--- config.mk ---
export PLATFORM = sky130hd
export DESIGN_NAME = systolic_skew_feeder_flat
export DESIGN_NICKNAME = d
export VERILOG_FILES = /design/src/rtl/systolic_skew_feeder_if.sv /design/src/rtl/systolic_skew_feeder.sv /design/src/flat_wrapper.sv
export SDC_FILE = /design/constraint.sdc
export NUM_CORES = 1
export LEC_CHECK = 0
export ABC_AREA = 1
export CAP_MARGIN = 20
export CORE_UTILIZATION = 45
export DETAILED_ROUTE_END_ITERATION = 10
export HOLD_SLACK_MARGIN = 0.06
export PLACE_DENSITY = 0.73
export SETUP_SLACK_MARGIN = 0.05
export SYNTH_ARGS = -nofsm -noshare
export SYNTH_HDL_FRONTEND = slang
export SYNTH_SLANG_ARGS = --single-unit
--- constraint.sdc ---
create_clock -name clk -period 2.3 [get_ports clk]
set_input_delay 0.46 -clock clk [delete_from_list [all_inputs] [get_ports clk]]
set_output_delay 0.46 -clock clk [all_outputs]
set_load 0.005 [all_outputs]
--- src/rtl/systolic_skew_feeder_if.sv ---
// Row-input handshake bundle for systolic_skew_feeder: upstream (master) offers
// packed 5-lane rows, the feeder (slave) answers with in_ready.
interface systolic_skew_feeder_if #(
  parameter int WIDTH = 8
) ();
  logic               in_valid;
  logic               in_ready;
  logic [5*WIDTH-1:0] in_data;
  logic               in_last;

  modport master (output in_valid, output in_data, output in_last, input in_ready);
  modport slave  (input in_valid, input in_data, input in_last, output in_ready);
endinterface

--- src/rtl/systolic_skew_feeder.sv ---
// Skews 5-lane rows into diagonal order for a systolic array and flushes zero beats after each burst.
// Optional macro SKEW_LANE_VALID_EN adds per-lane validity tags carried alongside the data.
module systolic_skew_feeder #(
  parameter int WIDTH        = 8,
  parameter int FLUSH_CYCLES = 4
) (
  input  logic                  clk,
  input  logic                  clear,
  systolic_skew_feeder_if.slave in_bus,
  output logic [WIDTH-1:0]      data_out1,
  output logic [WIDTH-1:0]      data_out2,
  output logic [WIDTH-1:0]      data_out3,
  output logic [WIDTH-1:0]      data_out4,
  output logic [WIDTH-1:0]      data_out5,
  output logic                  busy,
  output logic                  done,
  output logic [7:0]            beat_count,
  output logic [4:0]            lane_valid
);

  localparam int LANES = 5;
  localparam int CW    = (FLUSH_CYCLES < 1) ? 1 : $clog2(FLUSH_CYCLES + 1);

  typedef enum logic [1:0] {IDLE, STREAM, FLUSH} state_t;

  state_t           state;
  state_t           state_nxt;
  logic [CW-1:0]    flush_cnt;
  logic             ready;
  logic             accept;
  logic             flush_end;
  logic [WIDTH-1:0] lane_out [LANES];

  assign accept          = in_bus.in_valid && ready;
  assign in_bus.in_ready = ready;
  // A zero count covers FLUSH_CYCLES=0: FLUSH still lasts one cycle.
  assign flush_end = (state == FLUSH) && ((flush_cnt == '0) || (flush_cnt == CW'(1)));

  always_ff @(posedge clk or posedge clear) begin
    if (clear) begin
      state <= IDLE;
    end else begin
      state <= state_nxt;
    end
  end

  always_comb begin
    state_nxt = state;
    case (state)
      IDLE, STREAM: if (accept) state_nxt = in_bus.in_last ? FLUSH : STREAM;
      FLUSH:        if (flush_end) state_nxt = IDLE;
      default:      state_nxt = IDLE;
    endcase
  end

  always_comb begin
    busy  = (state != IDLE);
    ready = (state != FLUSH) && !clear;
  end

  always_ff @(posedge clk or posedge clear) begin
    if (clear) begin
      flush_cnt  <= '0;
      done       <= 1'b0;
      beat_count <= 8'd0;
    end else begin
      done <= flush_end;
      if ((state != FLUSH) && (state_nxt == FLUSH)) begin
        flush_cnt <= CW'(FLUSH_CYCLES);
      end else if ((state == FLUSH) && (flush_cnt != '0)) begin
        flush_cnt <= flush_cnt - CW'(1);
      end
      if (flush_end) begin
        beat_count <= 8'd0;
      end else if (accept && (beat_count != 8'hFF)) begin
        beat_count <= beat_count + 8'd1;
      end
    end
  end

  // Lane k gets k+1 stages; bubbles insert zeros so the diagonal never slips.
  for (genvar k = 0; k < LANES; k++) begin : g_lane
    logic [WIDTH-1:0] dly_p [0:k];

    always_ff @(posedge clk or posedge clear) begin
      if (clear) begin
        for (int i = 0; i <= k; i++) dly_p[i] <= '0;
      end else begin
        dly_p[0] <= accept ? in_bus.in_data[WIDTH*k +: WIDTH] : '0;
        for (int i = 1; i <= k; i++) dly_p[i] <= dly_p[i-1];
      end
    end

    assign lane_out[k] = dly_p[k];

`ifdef SKEW_LANE_VALID_EN
    logic [k:0] tag_p;

    always_ff @(posedge clk or posedge clear) begin
      if (clear) begin
        tag_p <= '0;
      end else begin
        tag_p[0] <= accept;
        for (int i = 1; i <= k; i++) tag_p[i] <= tag_p[i-1];
      end
    end

    assign lane_valid[k] = tag_p[k];
`endif
  end

`ifndef SKEW_LANE_VALID_EN
  assign lane_valid = '0;
`endif

  assign data_out1 = lane_out[0];
  assign data_out2 = lane_out[1];
  assign data_out3 = lane_out[2];
  assign data_out4 = lane_out[3];
  assign data_out5 = lane_out[4];

endmodule

--- src/flat_wrapper.sv ---
// flat-port wrapper written by rule: the top's interface ports become plain ports
module systolic_skew_feeder_flat 
#(
  parameter int WIDTH        = 8,
  parameter int FLUSH_CYCLES = 4
)
  (clk, clear, data_out1, data_out2, data_out3, data_out4, data_out5, busy, done, beat_count, lane_valid, in_bus_in_valid, in_bus_in_data, in_bus_in_last, in_bus_in_ready);
  systolic_skew_feeder_if #(.WIDTH(WIDTH)) in_bus_i ();
  input  logic clk;
  input  logic clear;
  output logic [WIDTH-1:0] data_out1;
  output logic [WIDTH-1:0] data_out2;
  output logic [WIDTH-1:0] data_out3;
  output logic [WIDTH-1:0] data_out4;
  output logic [WIDTH-1:0] data_out5;
  output logic busy;
  output logic done;
  output logic [7:0] beat_count;
  output logic [4:0] lane_valid;
  input wire logic [$bits(in_bus_i.in_valid)-1:0] in_bus_in_valid;
  input wire logic [$bits(in_bus_i.in_data)-1:0] in_bus_in_data;
  input wire logic [$bits(in_bus_i.in_last)-1:0] in_bus_in_last;
  output wire logic [$bits(in_bus_i.in_ready)-1:0] in_bus_in_ready;
  assign in_bus_i.in_valid = in_bus_in_valid;
  assign in_bus_i.in_data = in_bus_in_data;
  assign in_bus_i.in_last = in_bus_in_last;
  assign in_bus_in_ready = in_bus_i.in_ready;
  systolic_skew_feeder #(.WIDTH(WIDTH), .FLUSH_CYCLES(FLUSH_CYCLES)) u_core (.clk(clk), .clear(clear), .in_bus(in_bus_i), .data_out1(data_out1), .data_out2(data_out2), .data_out3(data_out3), .data_out4(data_out4), .data_out5(data_out5), .busy(busy), .done(done), .beat_count(beat_count), .lane_valid(lane_valid));
endmodule
==> qor.yml, run 1 <==
layout:
  finalNetCount: 483
  layout.cells.non_filler: 577
  area_delta_synth_final_pct: 31.81
  diodes: 0
  post-route-util_pct: 62.17
  layout-drive-gt1-share_pct: 10.94
  final_cell_area_sq_um: 5853
clock_tree:
  hold_buffers: 0
  clockRootBuffer: "clkbuf_8"
  clkTransAtPathRegs_ns: 0.07
  cts_setup_buffers: 0
  clk-insertion-delay-late_ns: 0.50
  cts_buffer_depth: 2
  cts_tree: "done"
  cts.htree.levels: 4
  cts_resized: 0
  numCtsBuffers: 17
  cts_sinks: 134
synthesis:
  synth_compound_area_share_pct: 0.7044
  ys_types: 24
  yosys_warnings: 0
  synth_xor_area_share_pct: 0.3945
  yosys.area.top_type: "dfrtp_1"
  yosys-top-cells-area: "dfrtp_1, buf_4, inv_1"
  synthAdderAreaFrac_pct: 1.127
  syn_area_per_cell_sq_um: 12.47
  syn_area_sq_um: 4441
  synth-simple-area-share_pct: 10.51
  ys_ff_latch: 134
  synth_cells: 356
  ys_seq_area_share_pct: 75.51
  muxShareOfSynthArea_pct: 0
  synth_top_area_share_pct: 75.51
  synth_top_family_by_area: "buffers and inverters"
critical_path:
  worstPathArrival_ns: 1.65
  max_stage_delay_ns: 0.51
  critPathSlowestCell: "clkdlybuf4s50_1"
  path_cells: "inv_2, nor2_1, nor2_1, clkdlybuf4s50_1"
  worstSetupPathType: "reg2out"
  startpoint_type: "flop"
  r2r_cells: 9
  end_kind: "output pin"
  cp_max_fo: 4
  required_ns: 1.84
  crit_top_cell: "nor2_1"
pwr:
  intPower_mw: 4.297
  p_clk_share_pct: 42.0
  power.switching_mw: 1.517
  p_leak_nw: 3.029
  switching_share_pct: 26.09
  peakVddDrop_v: 0.0006044
  p_comb_share_pct: 11.7
  powerDensity_nw_per_um2: 993.3
  finalPower_mw: 5.814
  seq_power_share_pct: 46.2
place:
  place_congestion: 0.8259
  post-dp-hpwl_um: 4262
  io_buffers: 94
  placed_cell_area_sq_um: 5300
  pre_cts_slack_ns: 0.2558
  dp_cells: 545
routing:
  drt_drc_violations_left: 0
  routed_via_density: 4.227
  vias: 2439
  postRouteAntennaNets: 0
  routed_wl_um: 6818
  drt_iter0_drc: 89
  wire_per_inst_um: 11.82
  dr.pass1.iters: 4
sta:
  fmax_mhz: 473.9
  fin_crit_sh_pct: 91.74
  finalHoldViolCount: 0
  fin_setup_tns_ns: 0
  final-setup-viol-count: 0
  holdWs_ns: 0.3438
  fin_crit_ns: 2.110
  drv_slew: 0
  finClkSkew_ns: 0.01486
  rsz0062_at_grt: "false"
  layout_setup_ws_ns: 0.1899
  maxSlewHeadroom_pct: 51.05
  worst_slew_pin_slew_ns: 0.7342
global_routing:
  grt_max_degree: 135
  grt_pass1_wl_um: 11320
  overflow: 0
  grt_use_met2_pct: 25.01
  grt_pass1_vias: 2402
  grt.busiest_layer: "met2"
  track_usage_pct: 14.90
  use_met1_pct: 17.51
  met3_usage_pct: 4.279
  grt_antenna_before_repair: 0
min_path:
  hold_path_depth: 0
  hold_class: "reg2reg"
floorplanning:
  die_area_sq_um: 10270
  die_h_um: 101.3
  start_util_pct: 47.16
  core-area_sq_um: 9415
  ios: 100
  die_w_um: 101.3
  num_rows: 35
flow_run:
  drv_cap: 0
run_status:
  status: "finished, final reports clean"
## Yosys cell counts, drive strengths merged
cell	count
a21oi	2
buf	41
clkinv	1
conb	1
dfrtp	134
ha	4
inv	57
nand2	40
nand3	13
nand4	4
nor2	52
nor3	1
o21a	1
o21ai	2
or2	1
xor2	2
## cells in the final DEF (no fill, tap or decap), types with 2 or more instances in the layout
master,synthesis,routed
ha_1,4,4
clkdlybuf4s50_1,0,94
clkbuf_16,0,16
buf_4,37,2
inv_8,0,3
nand4_1,4,4
inv_1,50,50
inv_2,6,5
dfrtp_1,134,134
clkinv_4,0,2
nand3_1,12,12
nor2_1,50,50
o21ai_1,2,2
inv_6,0,6
nand2_1,38,38
clkinvlp_4,0,3
conb_1,1,5
nor2_2,2,2
xor2_1,2,2
## per-layer routing
metal / part of all wire (%) / vias up
li1: - / 1176
met1: 41 / 1185
met2: 54 / 72
met3: 3.5 / 6
met4: 1.4 / 0
met5: 0 / -
## logic make-up after synthesis
logic type	after synthesis
AOI/OAI and AO/OA	5
xor gates and xnor gates	2
adders and majority gates	4
buffers and inverters	99
DFF	134
other	1
and+or+nand+nor	111
## final cells by class
cell class                 instances  area (sq um)
tap                              129         161.4
multi-input combinational        127         584.3
timing repair buffer              97         975.9
clock inverter                    15         138.9
clock buffer                      17         414.1
sequential                       134          3353
inverter                          58         225.2
fill                             706          3562
## power by group through the flow
| stage | clock [mW] | combinational, mW | sequential (mW) |
|---|---|---|---|
| after floorplan | 0 | 0.393 | 2.70 |
| after global placement | 0 | 0.663 | 2.72 |
| after detailed placement | 0 | 0.689 | 2.73 |
| after CTS | 2.51 | 0.693 | 2.69 |
| after global routing | 2.63 | 0.767 | 2.71 |
| final | 2.44 | 0.682 | 2.69 |
## critical path: cells and delay by family (launching register included)
family | cells | cell delay [ns]
AND/OR/NAND/NOR | 2 | 0.16
buffers and inverters | 2 | 0.59
flip-flops | 1 | 0.40
## flip-flops by register name (all words and copies together), names as in the netlist
name and count:
u_core.data_out3 8, u_core.flush_cnt 3, u_core.state 2, u_core.data_out2 8
u_core.data_out5 8, u_core.g_lane.dly_p 80, u_core.beat_count 8, u_core.data_out4 8
u_core.done 1, u_core.data_out1 8
## path summary, 6_finish.rpt
| kind | from | endpoint | slack [ns] |
|---|---|---|---|
| max | u_core.state[1] | in_bus_in_ready | 0.19 |
| max in group asynchronous | clear | u_core.data_out3[3] | 1.19 |
| min | u_core.g_lane[4].dly_p[10] | u_core.data_out5[2] | 0.34 |
| max reg2reg | u_core.flush_cnt[0] | u_core.beat_count[7] | 0.77 |
| min in group asynchronous | clear | u_core.flush_cnt[1] | 0.49 |
| min reg2reg | u_core.g_lane[4].dly_p[10] | u_core.data_out5[2] | 0.34 |
Power figures use the tool's default switching activity.
==> run 2, diff against run 1 <==
--- a/config.mk
+++ b/config.mk
@@ -6,7 +6,6 @@
 export NUM_CORES = 1
 export LEC_CHECK = 0
 export ABC_AREA = 1
-export CAP_MARGIN = 20
 export CORE_UTILIZATION = 45
 export DETAILED_ROUTE_END_ITERATION = 10
 export HOLD_SLACK_MARGIN = 0.06
==> constraint.sdc (replaced) <==
create_clock -name clk -period 2.3 [get_ports clk]
set_input_delay 0.46 -clock clk [delete_from_list [all_inputs] [get_ports clk]]
set_output_delay 0.46 -clock clk [all_outputs]
set_load 0.02 [all_outputs]
==> run 2 against run 1 <==
- clock-buffer cell count up 1
- critical path type unchanged
- sequential power about the same
- power up 2.0%
- wire length down 0.13%
- global-route usage up 0.14 points
- hold slack about the same
- first-iteration DRC count down 56%
- cell count up 0.17%
==> qor.yml, run 2 (synthesis gave the netlist of run 1 again) <==
run_status:
  status: "finished, final reports clean"
global_routing:
  track_usage_pct: 15.04
  grt_max_degree: 135
  overflow: 0
  grt_antenna_before_repair: 0
  grt_pass1_vias: 2479
  grt_pass1_wl_um: 11210
layout:
  diodes: 0
  most-common-layout-cells: "dfrtp_1, clkdlybuf4s50_1, inv_1, nor2_1, nand2_1"
  largest_register_ffs: 80
  final_common_cell: "dfrtp_1"
  layout-drive-gt1-share_pct: 11.14
  finalNetCount: 484
  largest_register: "u_core.g_lane.dly_p"
  post-route-util_pct: 62.31
  area_delta_synth_final_pct: 32.12
critical_path:
  max_stage_delay_ns: 0.66
  path_cells: "clkdlybuf4s50_1"
  startpoint_type: "flop"
  worstSetupPathType: "reg2out"
  required_ns: 1.84
  path_buf_inv: 1
  end_kind: "output pin"
  worstPathArrival_ns: 1.61
  path_delay_family: "buffers and inverters"
  critPathSlowestCell: "clkdlybuf4s50_1"
  cp_max_fo: 6
clock_tree:
  clk-insertion-delay-late_ns: 0.50
  cts_buffer_depth: 2
  hold_buffers: 0
  cts_setup_buffers: 0
  cts_sinks: 134
  cts_tree: "done"
  numCtsBuffers: 17
  cts.htree.levels: 4
  clkTransAtPathRegs_ns: 0.06
  clockRootBuffer: "clkbuf_8"
pwr:
  p_leak_nw: 3.045
  powerDensity_nw_per_um2: 1011
  power.switching_mw: 1.607
  switching_share_pct: 27.09
  seq_power_share_pct: 45.4
  peakVddDrop_v: 0.0004950
  intPower_mw: 4.325
  p_comb_share_pct: 13.5
  p_clk_share_pct: 41.2
routing:
  wire_per_inst_um: 11.78
  routed_via_density: 4.235
  drt_iter0_drc: 39
  postRouteAntennaNets: 0
  vias: 2448
  routed_wl_um: 6809
  drt_drc_violations_left: 0
  dr.pass1.iters: 4
floorplanning:
  die_w_um: 101.3
  core-area_sq_um: 9415
  start_util_pct: 47.16
  die_area_sq_um: 10270
  num_rows: 35
  die_h_um: 101.3
  ios: 100
place:
  pre_cts_slack_ns: 0.2461
  post-dp-hpwl_um: 4427
  io_buffers: 94
  place_congestion: 0.8328
sta:
  fin_setup_tns_ns: 0
  fin_crit_sh_pct: 90.22
  drv_slew: 0
  finalHoldViolCount: 0
  layout_setup_ws_ns: 0.2250
  final-setup-viol-count: 0
  rsz0062_at_grt: "false"
  worst_slew_pin_slew_ns: 0.6621
  finClkSkew_ns: 0.008021
  maxSlewHeadroom_pct: 55.86
  fmax_mhz: 481.9
  fin_crit_ns: 2.075
flow_run:
  drv_cap: 0
min_path:
  hold_class: "reg2reg"
-- run 2: changes by cell type in the layout (fill, tap and decap cells not counted), sizes merged --
cell	previous run	this run
clkinv	5	3
clkbuf	17	18
clkdlybuf4s50	94	93
buf	3	4
inv	65	66
dlymetal6s2s	0	1
-- run 2: area by class of cell --
class	count	area [sq um]
Timing Repair Buffer	98	985.9
Clock inverter	14	128.9
Tap cell	129	161.4
Inverter	58	225.2
Clock buffer	18	427.9
Multi-Input combinational cell	127	584.3
Fill cell	730	3548
Sequential cell	134	3353
-- run 2: per-layer routing --
| metal | routed length, um | GRT usage (%) | vias to the layer above |
|---|---|---|---|
| li1 | - | - | 1176 |
| met3 | 182 | 4.555 | 16 |
| met1 | 2839 | 16.80 | 1194 |
| met4 | 186 | 8.696 | 0 |
| met2 | 3602 | 25.64 | 62 |
| met5 | 0 | 0 | - |
-- run 2: worst register-to-register path, delay by kind of cell, from the launching register on --
kind / cells / cell delay, ns
simple gates: 4 / 0.43
fa+ha+maj: 1 / 0.18
flops: 1 / 0.40
compound gates: 1 / 0.11
buf+inv: 3 / 0.29
-- run 2: per-stage QoR --
stage,std cells,total power [mW],area [sq um],hold WS [ns]
2_1_floorplan,360,3.221,4458,0.3312
5_1_grt,578,6.239,5867,0.3446
3_3_place_gp,546,3.503,5308,0.3311
3_5_place_dp,546,3.539,5308,0.3347
4_1_cts,578,6.014,5864,0.3419
6_report,578,5.931,5867,0.3439
-- run 2: path summary, 6_finish.rpt --
| kind | end | from | depth (start not counted) | slack (ns) |
|---|---|---|---|---|
| max | beat_count[4] | u_core.beat_count[4] | 1 | 0.23 |
| min | u_core.g_lane[4].dly_p[30] | u_core.g_lane[4].dly_p[38] | 0 | 0.34 |
| max reg2reg | u_core.beat_count[3] | u_core.flush_cnt[0] | 9 | 0.79 |
| min reg2reg | u_core.g_lane[4].dly_p[30] | u_core.g_lane[4].dly_p[38] | 0 | 0.34 |
| max in group asynchronous | u_core.data_out2[3] | clear | 4 | 1.22 |
| min in group asynchronous | u_core.beat_count[1] | clear | 4 | 0.60 |
-- run 2: repair_timing --
item / CTS / global route
endpoints found under the hold margin: 0 / 0
gates resized for setup: 0 / 1
setup endpoints to repair: 0 / 1
-- run 2: power by group through the flow --
stage	logic (mW)	clock network, mW	registers, mW
2_1_floorplan	0.464	0	2.76
6_report	0.800	2.44	2.69
4_1_cts	0.813	2.51	2.69
3_3_place_gp	0.785	0	2.72
3_5_place_dp	0.809	0	2.73
5_1_grt	0.890	2.64	2.71
